$ cat src/rtl/regfile_pkg.sv
`default_nettype none
// ============================================================================
// Module      : regfile_pkg
// Description : Shared defaults and helpers for the scoreboarded register file.
// Revision    : 1.0 - initial release
// ============================================================================
package regfile_pkg;

    localparam int DEFAULT_DATA_WIDTH     = 32;
    localparam int DEFAULT_REGISTER_COUNT = 32;
    localparam int DEFAULT_READ_PORTS     = 2;

    // Width needed to hold a population count of 0..register_count.
    function automatic int pending_count_width(input int register_count);
        return $clog2(register_count + 1);
    endfunction

endpackage
`default_nettype wire

$ cat src/rtl/pending_scoreboard.sv
`default_nettype none
// ============================================================================
// Module      : pending_scoreboard
// Description : One pending bit per register with set/clear/flush priority
//               and a registered population count of the pending bits.
// Revision    : 1.0 - initial release
// ============================================================================
module pending_scoreboard
    import regfile_pkg::*;
#(
    parameter  int REGISTER_COUNT = DEFAULT_REGISTER_COUNT,
    parameter  int ADDRESS_SIZE   = $clog2(REGISTER_COUNT),
    localparam int COUNT_WIDTH    = pending_count_width(REGISTER_COUNT)
) (
    input  logic                      clk,
    input  logic                      rst_n,
    input  logic                      set_enable,
    input  logic [ADDRESS_SIZE-1:0]   set_address,
    input  logic                      clear_enable,
    input  logic [ADDRESS_SIZE-1:0]   clear_address,
    input  logic                      flush,
    output logic [REGISTER_COUNT-1:0] pending,
    output logic [COUNT_WIDTH-1:0]    pending_count
);

    logic [REGISTER_COUNT-1:0] pending_q;
    logic [REGISTER_COUNT-1:0] pending_next;
    logic [COUNT_WIDTH-1:0]    count_q;
    logic [COUNT_WIDTH-1:0]    count_next;

    // Next pending state: a commit clears, a new producer overrides the clear,
    // and a flush wipes everything; address 0 never holds a reservation.
    always_comb begin
        pending_next = pending_q;
        if (clear_enable && (clear_address != '0)) begin
            pending_next[clear_address] = 1'b0;
        end
        if (set_enable && (set_address != '0)) begin
            pending_next[set_address] = 1'b1;
        end
        if (flush) begin
            pending_next = '0;
        end
        count_next = '0;
        for (int i = 0; i < REGISTER_COUNT; i++) begin
            count_next = count_next + COUNT_WIDTH'(pending_next[i]);
        end
    end

    // Pending bits and their count update together on the same edge.
    always_ff @(posedge clk or negedge rst_n) begin
        if (!rst_n) begin
            pending_q <= '0;
            count_q   <= '0;
        end else begin
            pending_q <= pending_next;
            count_q   <= count_next;
        end
    end

    assign pending       = pending_q;
    assign pending_count = count_q;

endmodule
`default_nettype wire

$ cat src/rtl/scoreboard_register_file.sv
`default_nettype none
// ============================================================================
// Module      : scoreboard_register_file
// Description : Multi-read-port register file with write-through bypass and a
//               per-register pending scoreboard for in-flight producers.
// Revision    : 1.0 - initial release
// ============================================================================
module scoreboard_register_file
    import regfile_pkg::*;
#(
    parameter  int DATA_WIDTH     = DEFAULT_DATA_WIDTH,
    parameter  int REGISTER_COUNT = DEFAULT_REGISTER_COUNT,
    parameter  int READ_PORTS     = DEFAULT_READ_PORTS,
    parameter  int ADDRESS_SIZE   = $clog2(REGISTER_COUNT),
    localparam int COUNT_WIDTH    = pending_count_width(REGISTER_COUNT)
) (
    input  logic                             system_clock,
    input  logic                             system_reset_n,
    input  logic                             write_enable,
    input  logic [ADDRESS_SIZE-1:0]          write_address,
    input  logic [DATA_WIDTH-1:0]            write_data,
    input  logic [READ_PORTS*ADDRESS_SIZE-1:0] read_address,
    output logic [READ_PORTS*DATA_WIDTH-1:0] read_data,
    output logic [READ_PORTS-1:0]            read_pending,
    input  logic                             reserve_enable,
    input  logic [ADDRESS_SIZE-1:0]          reserve_address,
    input  logic                             flush,
    output logic [COUNT_WIDTH-1:0]           pending_count
);

    logic [DATA_WIDTH-1:0]     register_array [REGISTER_COUNT];
    logic [REGISTER_COUNT-1:0] pending_bits;
    logic                      write_commit;

    // Address 0 is hardwired to zero, so a write there is simply dropped.
    assign write_commit = write_enable && (write_address != '0);

    // Register storage; entry 0 is never written and stays zero.
    always_ff @(posedge system_clock or negedge system_reset_n) begin
        if (!system_reset_n) begin
            for (int r = 0; r < REGISTER_COUNT; r++) begin
                register_array[r] <= '0;
            end
        end else if (write_commit) begin
            register_array[write_address] <= write_data;
        end
    end

    pending_scoreboard #(
        .REGISTER_COUNT (REGISTER_COUNT),
        .ADDRESS_SIZE   (ADDRESS_SIZE)
    ) u_pending_scoreboard (
        .clk           (system_clock),
        .rst_n         (system_reset_n),
        .set_enable    (reserve_enable),
        .set_address   (reserve_address),
        .clear_enable  (write_enable),
        .clear_address (write_address),
        .flush         (flush),
        .pending       (pending_bits),
        .pending_count (pending_count)
    );

    // Each read port: combinational lookup with same-cycle write bypass.
    // Outputs are forced quiet while reset is held so a live writeback
    // strobe cannot leak through the bypass path.
    generate
        for (genvar p = 0; p < READ_PORTS; p++) begin : g_read_port
            logic [ADDRESS_SIZE-1:0] port_address;
            logic                    port_nonzero;
            logic                    port_bypass;
            logic [DATA_WIDTH-1:0]   port_data;
            logic                    port_pending;

            assign port_address = read_address[p*ADDRESS_SIZE +: ADDRESS_SIZE];
            assign port_nonzero = (port_address != '0);
            assign port_bypass  = write_enable && port_nonzero
                                  && (write_address == port_address);

            // Select bypassed, stored or zero data and the masked pending flag.
            always_comb begin
                port_data    = '0;
                port_pending = 1'b0;
                if (system_reset_n && port_nonzero) begin
                    port_data    = port_bypass ? write_data
                                               : register_array[port_address];
                    port_pending = pending_bits[port_address] && !port_bypass;
                end
            end

            assign read_data[p*DATA_WIDTH +: DATA_WIDTH] = port_data;
            assign read_pending[p]                        = port_pending;
        end
    endgenerate

endmodule
`default_nettype wire
$ cat config.mk
export PLATFORM = sky130hd
export DESIGN_NAME = scoreboard_register_file
export DESIGN_NICKNAME = d
export VERILOG_FILES = /design/src/rtl/regfile_pkg.sv /design/src/rtl/pending_scoreboard.sv /design/src/rtl/scoreboard_register_file.sv
export SDC_FILE = /design/constraint.sdc
export NUM_CORES = 2
export LEC_CHECK = 0
export CAP_MARGIN = 15
export CORE_MARGIN = 8
export CORE_UTILIZATION = 55
export CTS_BUF_LIST = sky130_fd_sc_hd__clkbuf_4 sky130_fd_sc_hd__clkbuf_8
export CTS_CLUSTER_DIAMETER = 100
export DETAILED_ROUTE_END_ITERATION = 8
export GPL_TIMING_DRIVEN = 0
export PLACE_DENSITY = 0.75
export SLEW_MARGIN = 20
export SYNTH_ARGS = -nofsm -noshare
export SYNTH_HDL_FRONTEND = slang
export SYNTH_SLANG_ARGS = --single-unit
$ cat constraint.sdc
create_clock -name system_clock -period 5.5 [get_ports system_clock]
set_input_delay 1.1 -clock system_clock [delete_from_list [all_inputs] [get_ports system_clock]]
set_output_delay 1.1 -clock system_clock [all_outputs]
set_load 0.1 [all_outputs]
==> results_dict.tcl <==
set metrics [dict create \
    layout_common_cells "1062 x dfrtp_1, 1004 x mux2_2, 366 x mux4_2" \
    grt_pass1_wl_um 363000 \
    die_h_um 343 \
    dp_hpwl_um 183000 \
    worst_path_most_repeated_cell "fa_1" \
    wl_per_cell_um 43.9 \
    synth_edf_count 0 \
    max_stage_delay_ps 680 \
    outcome "finished with violations" \
    path_delay_family "adder cells" \
    crit_chain "buf_4 -> nand2_1 -> nor2_4 -> buf_4 -> nand2_1 -> clkbuf_1 -> a22oi_1 -> nor2_1 -> fa_1 -> inv_2 -> fa_1 -> fa_1 -> fa_1 -> inv_2 -> fa_2 -> fa_2 -> a21o_1 -> a21oi_2 -> xnor2_1" \
    violations "negative setup slack" \
    cp_slowest_cell "clkbuf_1" \
    power.total_mw 24.0 \
    cts_made_buffers 182 \
    p_per_area_nw_per_um2 357 \
    fill_cells 8111 \
    clkSinkCount 1062 \
    setup_viol 57 \
    finalHoldViolCount 0 \
    htreeDepth 4 \
    syn_area_um2 58700 \
    antenna_found_initial 20 \
    clk_pin_slew_ps 60 \
    crit_arrival_ps 6800 \
    post_drt_via_cell_ratio 7.69 \
    dieArea_um2 117000 \
    vias 46900 \
    track_usage_pct 44.9 \
    fin_nets 4638 \
    worst_pin_slew_ps 1370 \
    drive_above_1_share_pct 46.7 \
    critical_path_required_ps 6330 \
    slew_headroom_pct 8.54 \
    rrSetupSlack_ps 180 \
    finalWeightedCongestion 1.05 \
    r2r-end "u_pending_scoreboard.pending_count[4]$_DFF_PN0_" \
    drc 0 \
    num_rows 120 \
    port_buffers 122 \
    first_pass_iters 9 \
    grt_setup_unrepaired "true" \
    vdd_ir_drop_max_uv 318 \
    setup_slack_ps -477 \
    cts_tree "built" \
    die_w_um 343 \
    hold_buffers 0 \
    synth.net_count 4294 \
    insertion_delay_ps 910 \
    avgSynthCellArea_um2 14.0 \
    synth_warnings 0 \
    fin_crit_sh_pct 109 \
    cp-end-kind "flip-flop" \
    synth_seq_cells 1062 \
    wl_um 268000 \
    final_common_cell "dfrtp_1" \
    crit_buf_inv 5 \
    ys_seq_area_share_pct 45.3 \
    drv_cap 0 \
    critPathKind "in2reg" \
    initial_core_util_pct 55.1 \
    finClkSkew_ps 44.5 \
    r2r-start "u_pending_scoreboard.pending[1]$_DFF_PN0_" \
    crit_fanout 10 \
    cts_buffer_depth 3 \
    tns_ps -7300 \
    ant_nets 0 \
    worst_r2r_path_depth 16 \
    hp-class "in2async" \
    async_reset_ff_share_pct 100 \
    grt_overflow 0 \
    crit_cells 19 \
    grt_max_degree 144 \
    io-pin-count 129 \
    core_um2 106000 \
    clockRootBuffer "clkbuf_8" \
    syn_to_final_growth_pct 14.3 \
    grt_pass1_vias 45300 \
    slew_violations 0 \
    max_freq_mhz 167 \
    ys_types 62 \
    post-place-ws_ps -2920 \
    leakagePower_nw 29.9 \
    syn-instance-count 4205 \
    finalCriticalPeriod_ps 5980 \
    crit_path_start_kind "input port" \
    final_util_pct 63.1 \
    synth_flop_cell "dfrtp_1" \
    drt_iter0_drc 8032 \
]
-- through the flow --
stage | hold WS [ps] | cells | instance area (um2)
3_3_place_gp | 450 | 5730 | 61800
5_1_grt | 112 | 6089 | 67100
4_1_cts | 82.1 | 6084 | 66900
3_5_place_dp | 466 | 5744 | 62200
6_report | 94.8 | 6096 | 67100
2_1_floorplan | 438 | 4205 | 58800
-- power by group --
part | leakage (nW) | switching (mW) | internal [mW]
Sequential | 13.7 | 1.12 | 9.25
Combinational | 14.2 | 3.02 | 2.70
Clock | 2.08 | 3.59 | 4.30
Total | 29.9 | 7.73 | 16.2
-- Yosys cell counts (all sizes together) (7+ instances only) --
cell type	instances	share of area, %
nor2	57	0.36
clkbuf	267	1.7
a221oi	117	1.8
nand2	58	0.37
nor3b	7	0.090
mux4	377	15
inv	50	0.32
a211oi	53	0.68
o22ai	29	0.31
o221ai	8	0.12
nor3	25	0.21
nand2b	10	0.11
mux2i	351	6.0
fa	24	0.82
o31ai	9	0.12
a21oi	59	0.50
nor2b	11	0.12
buf	204	2.2
or3	13	0.14
a21o	16	0.20
ha	8	0.17
and2	15	0.16
mux2	1004	19
o211ai	22	0.28
a211o	32	0.48
a22oi	56	0.72
a32o	13	0.22
or2	15	0.16
nand3	21	0.18
dfrtp	1062	45
o221a	9	0.17
xnor2	8	0.12
a221o	28	0.48
o21ai	122	1.0
-- worst register-to-register path, cell delays in order (launching register included) --
cell and delay [ps]:
dfrtp_1 410, a22oi_2 140, nor2_2 70, ha_1 330
inv_2 40, fa_1 490, fa_1 550, fa_1 450
fa_1 570, fa_1 450, fa_1 510, inv_2 40
fa_2 370, fa_2 370, a21o_1 180, a21oi_2 130
xnor2_1 140
-- worst max-delay path by stage --
stage                                                                  to        startpoint
after floorplan           u_pending_scoreboard.pending_count[4]$_DFF_PN0_  write_address[1]
after global placement                                      read_data[49]    system_reset_n
after detailed placement  u_pending_scoreboard.pending_count[4]$_DFF_PN0_      write_enable
after CTS                 u_pending_scoreboard.pending_count[4]$_DFF_PN0_  write_address[4]
after global routing      u_pending_scoreboard.pending_count[4]$_DFF_PN0_  write_address[3]
final                     u_pending_scoreboard.pending_count[4]$_DFF_PN0_      write_enable
-- final cells by class --
| type | count | area (um2) | area share, % |
|---|---|---|---|
| Multi-Input combinational cell | 2620 | 30200 | 44.9 |
| Sequential cell | 1062 | 26600 | 39.6 |
| Clock buffer | 287 | 3570 | 5.32 |
| Buffer | 465 | 2700 | 4.03 |
| Timing Repair Buffer | 166 | 1800 | 2.68 |
| Tap cell | 1403 | 1760 | 2.62 |
| Clock inverter | 33 | 329 | 0.490 |
| Inverter | 52 | 204 | 0.304 |
| Antenna cell | 8 | 20.0 | 0.0298 |
-- state kept, by name, summed over array words and instances, names as in the netlist --
register                            flops
u_pending_scoreboard.pending_count      6
register_array                       1024
u_pending_scoreboard.pending           32
-- cell families after synthesis --
kind of cell,count (synthesis),share of synthesized area [%]
mux,1732,39.8
compound gates,591,7.32
fa+ha+maj,32,0.989
simple gates,252,2.17
flops,1062,45.3
xor+xnor,13,0.194
buf+inv,523,4.29
-- repair_timing --
item | CTS | global route
resized for setup | 564 | 110
endpoints found under the hold margin | 0 | 0
setup endpoints to repair | 72 | 65
buffers inserted | 22 | 6
pin swaps | 25 | 22
gates cloned | 3 | 0
-- routing by layer --
metal	share of wire [%]	vias to the layer above	GRT usage [%]
li1	-	16900	-
met1	34	24100	55.0
met2	39	4537	59.0
met3	17	1322	24.2
met4	9.6	16	33.5
met5	0.12	-	0.666
Power figures use the tool's default switching activity.
